**src/rtl/cobalt_pkg.sv**
```systemverilog
// rtl/cobalt_pkg.sv - shared widths, entry type and popcount helper for the register status table
package cobalt_pkg;

  localparam int W_ADDR  = 5;
  localparam int W_TAG   = 6;
  localparam int N_ENTRY = 2 ** W_ADDR;

  typedef struct packed {
    logic             busy;
    logic [W_TAG-1:0] tag;
  } rst_entry_t;

  // Number of set bits in a full busy vector; result fits 0..N_ENTRY
  function automatic logic [W_ADDR:0] popcount(input logic [N_ENTRY-1:0] v);
    logic [W_ADDR:0] cnt;
    cnt = '0;
    for (int i = 0; i < N_ENTRY; i++) begin
      cnt = cnt + {{W_ADDR{1'b0}}, v[i]};
    end
    return cnt;
  endfunction

endpackage

```
**src/rtl/rst_entry.sv**
```systemverilog
// rtl/rst_entry.sv - one busy/tag entry with CDB tag compare
module rst_entry
  import cobalt_pkg::*;
(
  input  logic             clk,
  input  logic             reset,
  input  logic             flush,
  input  logic             set,
  input  logic [W_TAG-1:0] set_tag,
  input  logic             cdb_valid,
  input  logic [W_TAG-1:0] cdb_tag,
  output logic             match,
  output logic             busy_next,
  output rst_entry_t       entry
);

  rst_entry_t entry_r;

  assign match = cdb_valid & entry_r.busy & (entry_r.tag == cdb_tag);
  assign entry = entry_r;

  // Flush beats a new rename, which beats a CDB clear of the old producer
  always_comb begin
    busy_next = entry_r.busy;
    if (flush)      busy_next = 1'b0;
    else if (set)   busy_next = 1'b1;
    else if (match) busy_next = 1'b0;
  end

  // Busy follows the priority above; the tag only changes on a rename
  always_ff @(posedge clk or posedge reset) begin
    if (reset) begin
      entry_r <= '0;
    end else begin
      entry_r.busy <= busy_next;
      if (set) entry_r.tag <= set_tag;
    end
  end

endmodule

```
**src/rtl/reg_status_table.sv**
```systemverilog
// rtl/reg_status_table.sv - per-register busy/tag table with CDB write enables and source lookups
module reg_status_table
  import cobalt_pkg::*;
(
  input  logic               clk,
  input  logic               reset,
  input  logic               flush,
  input  logic               dispatch_en,
  input  logic [W_ADDR-1:0]  dispatch_rdaddr,
  input  logic [W_TAG-1:0]   dispatch_rdtag,
  input  logic [W_ADDR-1:0]  dispatch_rsaddr,
  input  logic [W_ADDR-1:0]  dispatch_rtaddr,
  input  logic               cdb_valid,
  input  logic [W_TAG-1:0]   cdb_tag,
  output logic [N_ENTRY-1:0] rst_wen_onehot,
  output logic               rst_rs_busy,
  output logic [W_TAG-1:0]   rst_rs_tag,
  output logic               rst_rs_cdbfwd,
  output logic               rst_rt_busy,
  output logic [W_TAG-1:0]   rst_rt_tag,
  output logic               rst_rt_cdbfwd,
  output logic [W_ADDR:0]    rst_busy_count
);

  logic [N_ENTRY-1:0] match_vec;
  logic [N_ENTRY-1:0] busy_vec;
  logic [N_ENTRY-1:0] busy_next_vec;
  logic [N_ENTRY-1:0] tag_dup_vec;
  logic [W_TAG-1:0]   tag_arr [N_ENTRY];

  genvar gi;
  generate
    for (gi = 0; gi < N_ENTRY; gi++) begin : g_entry
      rst_entry_t entry;
      logic       set;

      // Register 0 is hardwired, so it is never renamed and never goes busy
      assign set = dispatch_en & ~flush & (gi != 0) &
                   (dispatch_rdaddr == W_ADDR'(gi));

      rst_entry u_entry (
        .clk       (clk),
        .reset     (reset),
        .flush     (flush),
        .set       (set),
        .set_tag   (dispatch_rdtag),
        .cdb_valid (cdb_valid),
        .cdb_tag   (cdb_tag),
        .match     (match_vec[gi]),
        .busy_next (busy_next_vec[gi]),
        .entry     (entry)
      );

      assign busy_vec[gi]    = entry.busy;
      assign tag_arr[gi]     = entry.tag;
      assign tag_dup_vec[gi] = entry.busy & ~match_vec[gi] & (entry.tag == dispatch_rdtag);
    end
  endgenerate

  assign rst_wen_onehot = match_vec;

  // Source lookups read pre-update state; a CDB hit turns a pending source into a forward
  always_comb begin
    rst_rs_cdbfwd = (dispatch_rsaddr != '0) & match_vec[dispatch_rsaddr];
    rst_rs_busy   = (dispatch_rsaddr != '0) & busy_vec[dispatch_rsaddr] & ~match_vec[dispatch_rsaddr];
    rst_rs_tag    = rst_rs_busy ? tag_arr[dispatch_rsaddr] : '0;
    rst_rt_cdbfwd = (dispatch_rtaddr != '0) & match_vec[dispatch_rtaddr];
    rst_rt_busy   = (dispatch_rtaddr != '0) & busy_vec[dispatch_rtaddr] & ~match_vec[dispatch_rtaddr];
    rst_rt_tag    = rst_rt_busy ? tag_arr[dispatch_rtaddr] : '0;
  end

  // Count tracks the busy vector that the entries are about to load
  always_ff @(posedge clk or posedge reset) begin
    if (reset) rst_busy_count <= '0;
    else       rst_busy_count <= popcount(busy_next_vec);
  end

`ifndef SYNTHESIS
  // Tags are unique among live producers, so at most one register can match
  assert property (@(posedge clk) disable iff (reset) $onehot0(rst_wen_onehot))
    else $error("FATAL: reg_status_table multiple CDB write enables");

  // A tag handed out again while a live entry still waits on it would alias
  assert property (@(posedge clk) disable iff (reset)
                   !(dispatch_en & ~flush & (dispatch_rdaddr != '0) & (|tag_dup_vec)))
    else $error("FATAL: reg_status_table dispatch tag already in use");
`endif

endmodule

```
**config.mk**
```make
export PLATFORM = sky130hd
export DESIGN_NAME = reg_status_table
export DESIGN_NICKNAME = d
export VERILOG_FILES = /design/src/rtl/cobalt_pkg.sv /design/src/rtl/rst_entry.sv /design/src/rtl/reg_status_table.sv
export SDC_FILE = /design/constraint.sdc
export NUM_CORES = 1
export LEC_CHECK = 0
export ABC_AREA = 1
export CAP_MARGIN = 5
export CORE_MARGIN = 4
export CORE_UTILIZATION = 44
export DETAILED_ROUTE_END_ITERATION = 8
export PLACE_DENSITY = 0.61
export REMOVE_ABC_BUFFERS = 1
export SLEW_MARGIN = 0
export SYNTH_ARGS = -nofsm -noshare
export SYNTH_HDL_FRONTEND = slang
export SYNTH_HIERARCHICAL = 1
export SYNTH_SLANG_ARGS = --single-unit
export TNS_END_PERCENT = 1
```
**constraint.sdc**
```tcl
create_clock -name clk -period 6.1 [get_ports clk]
set_input_delay 0.61 -clock clk [delete_from_list [all_inputs] [get_ports clk]]
set_output_delay 0.61 -clock clk [all_outputs]
set_load 0.02 [all_outputs]
```
[Word-level counts from Yosys, hierarchy flattened]
Index checks and enable logic that the tools add are counted.
Word-level totals
  bits in registers: 224
  latch bits: 0
  RAM bits: 0
  bits in read-only memories: 0
  input bits: 32
  output and inout port bits: 54
  word-level logic and storage cells: 382
  memories: 0
Cells by class
  add/subtract/negate cells: 31
  multiply operators: 0
  div/mod/pow operators: 0
  $lt $le $gt $ge: 4
  equality and inequality tests: 62
  shift-type cells: 0
  multiplexer cells: 111
  bitwise operators: 107
  reductions and logical operators: 3
Operators with widths (count)
  == test 6 bit: 31
  adder 6 x 1 -> 6 bit: 30
  AND 1 bit: 102
  2-to-1 mux 1 bit: 99
  == test 5 bit (second input constant): 16
  binary-select mux 6 bit (select 5 bit): 2
  == test 5 x 4 -> 1 bit (second input constant): 8
  2-to-1 mux 6 bit: 6
  binary-select mux 1 bit (select 5 bit): 4
  == test 5 x 3 -> 1 bit (second input constant): 4
  >= comparator 6 bit (second input constant): 2
  less-than comparator 5 x 6 -> 1 bit (second input constant): 2
  NOT 5 -> 6 bit: 2
  == test 5 x 2 -> 1 bit (second input constant): 2
  nonzero test 5 bit: 2
  logical NOT 6 bit: 1
  == test 5 x 1 -> 1 bit (second input constant): 1
  NOT 1 bit: 3
  adder 1 x 1 -> 2 bit: 1

[Longest topological paths before layout]
Gate-level depths: netlist (run 1).
  depth in word-level cells: 36
  depth in mapped cells: 29
  gate-level depth less buffers: 29

[Cells and area by module]
Netlist (run 1), hierarchy kept.
Modules (own cells, without submodules)
  rst_entry: times used 32, cells an instance 59, area each 390.4 um2, seq. area each 175.2 um2
  reg_status_table: times used 1, cells an instance 1331, area each 6625.1 um2, seq. area each 150.1 um2

[Least setup slack after synthesis (run 1)]
No wires, ideal clock.
  path type: input port to flip-flop
  from: input port dispatch_en
  to: register rst_busy_count[4]
  setup time: 0.079 ns
  arrival: 6.288 ns
  required time: 6.021 ns
  slack: -0.268 ns
  stages on the path: 24
  path buffers: 1
  cell sequence: inv_1 -> nor2_1 -> inv_1 -> nor2_1 -> inv_1 -> clkbuf_1 -> nor2_1 -> inv_1 -> a21oi_2 -> inv_1 -> fa_1 -> fa_1 -> fa_1 -> fa_1 -> fa_1 -> fa_1 -> fa_1 -> fa_1 -> inv_1 -> ha_1 -> inv_1 -> fa_1 -> o21ai_0 -> xor2_1
Between the ends
  longest elaborated chain between the ends: 35
  elaborated cells between the ends (all ways): 125
  those cells by class: add/sub: 31; mux: 62; bitwise: 32
RTL lines
  start: declaration: RTL line reg_status_table.sv:8  | input logic dispatch_en,
  AND 1 bit (2 in series): RTL line reg_status_table.sv:38  | assign set = dispatch_en & ~flush & (gi != 0) &
  named net g_entry[1].set: RTL line reg_status_table.sv:35  | logic set;
  2-to-1 mux 1 bit: RTL line rst_entry.sv:26  | else if (set) busy_next = 1'b1;
  2-to-1 mux 1 bit: RTL line rst_entry.sv:25  | if (flush) busy_next = 1'b0;
  named net busy_next_vec[1]: RTL line reg_status_table.sv:27  | logic [N_ENTRY-1:0] busy_next_vec;
  adder 1 x 1 -> 2 bit: RTL line cobalt_pkg.sv:18  | cnt = cnt + {{W_ADDR{1'b0}}, v[i]};
  adder 6 x 1 -> 6 bit (30 in series): RTL line cobalt_pkg.sv:18
  end signal: assignment: RTL line reg_status_table.sv:75  | else rst_busy_count <= popcount(busy_next_vec);
  end: declaration: RTL line reg_status_table.sv:22  | output logic [W_ADDR:0] rst_busy_count
The timed path passes the listed nets, and every way through them passes these cells.
A chain may end at the register's enable or synchronous reset.

==> results of run 1 <==
## metrics by stage
| step | hold WS, ns | instances | instance area, um^2 | setup TNS [ns] |
|---|---|---|---|---|
| 2_1_floorplan | 0.401 | 3084 | 18300 | -2.97 |
| 3_3_place_gp | 0.544 | 3912 | 21000 | -4.78 |
| 3_5_place_dp | 0.551 | 3912 | 21000 | -4.95 |
| 4_1_cts | 0.422 | 3977 | 22100 | -0.263 |
| 5_1_grt | 0.491 | 3982 | 22100 | -0.905 |
| 6_report | 0.499 | 3983 | 22100 | 0 |
## report_power, final
part           internal [mW]  switching (mW)
registers               1.78           0.271
logic                  0.486           0.965
clock network           1.03           0.762
total                   3.29            2.00
## cell families (layout without fill, tap and decap cells)
family	after synthesis	in the layout	synth area share
buffers and inverters	695	869	0.154
DFF	230	230	0.301
other	1	6	0.000196
adders and majority gates	37	37	0.0340
AOI/OAI and AO/OA	398	398	0.117
and+or+nand+nor	1855	1855	0.393
xor gates and xnor gates	3	3	0.00137
## layout make-up
type                            instances  area (um^2)
Inverter                              557         2100
Multi-Input combinational cell       2297        10500
Clock buffer                           47          885
Clock inverter                          6         66.3
Sequential cell                       230         5760
Timing Repair Buffer                  259         2100
Tap cell                              585          732
Fill cell                            4517        20900
Antenna cell                            2         5.00
## worst paths after layout
kind / start / endpoint / slack, ns / depth (start not counted)
max in group asynchronous: reset / g_entry[19].u_entry/entry[2] / 5.25 / 2
max reg2reg: g_entry[0].u_entry/entry[2] / rst_busy_count[5] / 0.005 / 27
min: reset / g_entry[6].u_entry/entry[0] / 0.50 / 2
max: g_entry[0].u_entry/entry[2] / rst_busy_count[5] / 0.005 / 27
min reg2reg: g_entry[26].u_entry/entry[5] / g_entry[26].u_entry/entry[5] / 0.56 / 2
min in group clk: dispatch_rdaddr[1] / g_entry[3].u_entry/entry[6] / 0.53 / 5
## repair_timing
item	4_1_cts	5_1_grt
setup endpoints to repair	5	5
hold endpoints to repair	0	0
pin swaps	22	16
gates resized for setup	19	7
buffers inserted	12	4
## routing by layer
layer  vias up  part of all wire
met3       210             0.095
met2      1072              0.44
met5         -           0.00020
met1      9971              0.42
li1      10180                 -
met4         4             0.048
## cell usage in the layout (no fill, tap or decap), types with 2 or more instances in the layout
cell,count
o21ai_2,33
dfrtp_1,230
clkinv_2,6
diode_2,2
nor3_1,5
ha_1,12
xor2_1,2
nor2_1,174
clkbuf_16,30
a21oi_1,69
nand2_2,4
dlygate4sd2_1,5
buf_4,174
inv_2,68
clkinv_1,4
nand2_1,1263
nor2_2,3
buf_12,3
a21oi_2,32
conb_1,4
clkdlybuf4s50_1,60
inv_1,481
clkbuf_8,7
fa_2,4
nand3_4,2
o21ai_1,5
a31oi_1,2
o21ai_0,256
clkbuf_1,10
buf_2,16
nand3_1,402
inv_4,2
fa_1,21
## worst max-delay path, delay by kind of cell (launching register included)
kind	cells	cell delay (ns)
compound gates	3	0.53
buf+inv	5	0.31
fa+ha+maj	9	4.05
simple gates	10	0.69
flops	1	0.41
## sequential cells by signal (all words and copies together), names as in the netlist
register / count
g_entry.u_entry/entry: 224
rst_busy_count: 6
==> impl_metrics.json, run 1 <==
{
  "finalSetupViolations": 0,
  "ys_seq_area_frac": 0.301,
  "drc": 0,
  "status": "complete, no violations",
  "synth.distinct_cells": 29,
  "via_per_inst": 5.38,
  "p_leak_nw": 11.9,
  "setup_slack_ns": 0.00463,
  "grt_pass1_wl_um": 119000,
  "hold_violations": 0,
  "grt_use_met3": 0.0646,
  "met1_usage": 0.444,
  "yosysMostFrequentCell": "nand2_1",
  "final_nets": 3444,
  "rows": 76,
  "synth_top_area_cell": "dfrtp_1",
  "ant_nets": 0,
  "crit_fanout": 3,
  "clk-insertion-delay-late_ns": 0.61,
  "design_power_total_mw": 5.29,
  "syn_area_mm2": 0.0191,
  "period_share": 0.999,
  "max_stage_delay_ns": 0.54,
  "ys.warnings.count": 6,
  "clk_pin_slew_ns": 0.06,
  "skew_ns": 0.0288,
  "synthArstFlopShare": 1.00,
  "cellPowerDensity_mw_per_mm2": 239,
  "clock-sinks": 230,
  "die_area_mm2": 0.0468,
  "critPathMostFrequentCell": "nand2_1",
  "portBuffers": 85,
  "synth_seq_cells": 230,
  "fp.dieH_um": 216,
  "peakVddDrop_uv": 190,
  "synth_common_cells": "1265 x nand2_1, 485 x inv_1, 402 x nand3_1",
  "area_growth_pct": 15.7,
  "wl_per_cell_um": 19.8,
  "met2_usage": 0.505,
  "antenna_found_initial": 4,
  "synth-edff-count": 0,
  "fp.dieW_um": 216,
  "grtUsageTotal": 0.326,
  "synth_area_leaders": "dfrtp_1 30%, nand2_1 25%, nand3_1 11%",
  "first_pass_iters": 6,
  "dp_slack_ns": -1.03,
  "grt-busiest-layer": "met2",
  "ys.flop_type": "dfrtp_1",
  "cts_made_buffers": 30,
  "startpoint_type": "flop",
  "maxSlewViolCount": 0,
  "fin_crit_ns": 6.10,
  "drt_iter0_markers": 2408,
  "worstMarginPinSlew_ns": 1.24,
  "cts_tree": "built",
  "dp.final_hpwl_um": 54200,
  "end_kind": "flop",
  "max_freq_mhz": 164,
  "ctsHoldBuffers": 0,
  "path_class": "reg -> reg",
  "start_util": 0.445,
  "cts_max_level": 1,
  "wl_um": 78800,
  "num_io_pins": 86,
  "arrival_ns": 6.59,
  "clock_tree.buffer_depth": 3,
  "synth_top_area_share": 0.301,
  "clockRootBuffer": "clkbuf_16",
  "postSynthCellCount": 3219,
  "hp-class": "in -> async",
  "post-route-util": 0.515,
  "cp.required_ns": 6.60,
  "max-slew-margin-rel": 0.174,
  "overflow": 0,
  "cap_violations": 0,
  "drive_gt1_frac": 0.115,
  "core_area_mm2": 0.0430,
  "syn_area_per_cell_um2": 5.94,
  "grt_max_degree": 164,
  "grt_pass1_vias": 20167,
  "vias": 21437,
  "rsz0062_at_grt": "yes",
  "place.gp.congestion": 0.999,
  "cp_slowest_cell": "fa_1"
}
No activity file was read; power rests on OpenSTA's default activity.
==> inputs of run 2 (changes only) <==
--- a/config.mk
+++ b/config.mk
@@ -7,7 +7,6 @@
 export LEC_CHECK = 0
 export ABC_AREA = 1
 export CAP_MARGIN = 5
-export CORE_MARGIN = 4
 export CORE_UTILIZATION = 44
 export DETAILED_ROUTE_END_ITERATION = 8
 export PLACE_DENSITY = 0.61
==> run 2 against run 1 <==
  * The run now ends with negative setup slack left
  * Clock power about the same
  * Sequential power about the same
  * Highest routed layer unchanged
  * Global-route usage up 3.0 points
  * Via count about the same
  * Fmax down 0.51%
  * Die area down 5.5%
  * Cell count about the same
==> impl_metrics.json, run 2 (synthesis results as in run 1) <==
{
  "maxSlewViolCount": 0,
  "worstMarginPinSlew_ns": 1.23,
  "ctsHoldBuffers": 0,
  "start_util": 0.445,
  "finalSetupViolations": 2,
  "skew_ns": 0.0167,
  "ant_nets": 0,
  "r2r-end": "rst_busy_count[2]",
  "area_growth_pct": 16.1,
  "die_area_mm2": 0.0443,
  "place_inst": 3911,
  "hp-class": "in -> async",
  "p_leak_nw": 11.9,
  "overflow": 0,
  "grt_pass1_wl_um": 120000,
  "violations": "negative setup slack",
  "drive_gt1_frac": 0.117,
  "layout_commonest_cell": "nand2_1",
  "max_stage_delay_ns": 0.56,
  "instances_no_fill": 3985,
  "dp_slack_ns": -1.05,
  "cap_violations": 0,
  "combinationalPowerShare": 0.272,
  "clk-insertion-delay-late_ns": 0.60,
  "crit_fanout": 3,
  "vias": 21442,
  "switching_share": 0.375,
  "max_freq_mhz": 163,
  "critPathMostFrequentCell": "fa_1",
  "place.gp.congestion": 1.01,
  "crit_chain": "inv_2 -> nand2_1 -> nand2_1 -> inv_1 -> nand2_1 -> nor2_1 -> nand2_1 -> nand2_1 -> a21oi_2 -> inv_1 -> fa_1 -> fa_1 -> fa_1 -> fa_1 -> fa_1 -> fa_1 -> fa_2 -> fa_1 -> inv_1 -> ha_2 -> inv_2 -> fa_2 -> buf_4 -> xnor2_2",
  "antenna_found_initial": 5,
  "cts_made_buffers": 31,
  "clock_tree.buffer_depth": 3,
  "num_io_pins": 86,
  "via_per_inst": 5.38,
  "worstRegToRegCells": 24,
  "path_class": "reg -> reg",
  "grtUsageTotal": 0.356,
  "netSwitchingPower_mw": 1.99,
  "first_pass_iters": 6,
  "dp.final_hpwl_um": 55100,
  "clock-sinks": 230,
  "tns_ns": -0.0449,
  "arrival_ns": 6.60,
  "grt_pass1_vias": 20358,
  "r2r_setup_slack_ns": -0.03,
  "placement.cell_area_mm2": 0.0210,
  "peakVddDrop_uv": 207,
  "cp.required_ns": 6.57,
  "final_area_mm2": 0.0222,
  "drt_iter0_markers": 2500,
  "cp_slowest_cell": "fa_2",
  "end_kind": "flop",
  "rsz0062_at_grt": "yes",
  "cts_tree": "built",
  "drc": 0,
  "holdWs_ns": 0.471,
  "final_nets": 3447,
  "post-route-util": 0.517,
  "startpoint_type": "flop",
  "crit_end": "rst_busy_count[2]",
  "max-slew-margin-rel": 0.181,
  "fin_crit_ns": 6.13,
  "cts_max_level": 1,
  "timing.rr.start": "g_entry[3].u_entry/entry[3]",
  "clockRootBuffer": "clkbuf_16",
  "wl_um": 78600,
  "status": "finished, violations left",
  "setup_slack_ns": -0.0266,
  "clk_pin_slew_ns": 0.06,
  "largest_reg_flops": 224,
  "clkPwrFrac": 0.342,
  "wl_per_cell_um": 19.7,
  "core_area_mm2": 0.0430,
  "grt_max_degree": 82,
  "hold_violations": 0,
  "rows": 76,
  "period_share": 1.00,
  "fp.dieH_um": 210,
  "power.internal_mw": 3.32,
  "design_power_total_mw": 5.31,
  "cp-startpoint": "g_entry[3].u_entry/entry[3]",
  "seq_power_share": 0.387,
  "cellPowerDensity_mw_per_mm2": 239,
  "portBuffers": 85,
  "fp.dieW_um": 210,
  "final_cell_mix": "1264 x nand2_1, 481 x inv_1, 402 x nand3_1"
}
-- run 2: area by class of cell --
class	count	area [um^2]
fill	4463	20800
antenna	2	5.00
timing repair buffer	261	2140
tap	585	732
clock buffer	41	863
inverter	557	2100
clock inverter	12	114
multi-input combinational	2297	10500
sequential	230	5760
-- run 2: worst min-delay path by stage --
stage	start	endpoint	slack, ns	cells after the start
5_1_grt	reset	rst_busy_count[0]	0.48	2
6_report	reset	g_entry[2].u_entry/entry[2]	0.47	2
2_1_floorplan	reset	rst_busy_count[0]	0.40	1
3_3_place_gp	g_entry[10].u_entry/entry[5]	g_entry[10].u_entry/entry[5]	0.54	2
4_1_cts	reset	rst_busy_count[0]	0.43	2
3_5_place_dp	g_entry[10].u_entry/entry[5]	g_entry[10].u_entry/entry[5]	0.55	2
-- run 2: power by group through the flow --
stage / clock network [mW] / logic [mW] / registers (mW)
finish: 1.82 / 1.44 / 2.05
global route: 1.89 / 1.62 / 2.09
CTS: 1.85 / 1.42 / 2.05
detailed placement: 0 / 1.41 / 2.07
global placement: 0 / 1.38 / 2.06
floorplan: 0 / 0.869 / 1.99
-- run 2: critical path: cells and delay by family, from the launching register on --
kind            cells  cell delay (ns)
simple gates        6             0.43
fa+ha+maj          10             4.43
flops               1             0.40
compound gates      1             0.16
xor+xnor            1             0.12
buf+inv             6             0.46
-- run 2: metal layers --
metal	up-vias	global-route usage	wire length (um)
met5	-	0	40
met4	6	0.148	3320
met3	219	0.0669	8080
met2	1155	0.554	34400
met1	9897	0.485	32800
li1	10165	-	-
-- run 2: what timing repair did --
| item | 4_1_cts | 5_1_grt |
|---|---|---|
| pin swaps | 18 | 9 |
| endpoints found under the setup margin | 5 | 5 |
| buffers inserted | 17 | 2 |
| resized for setup | 24 | 3 |
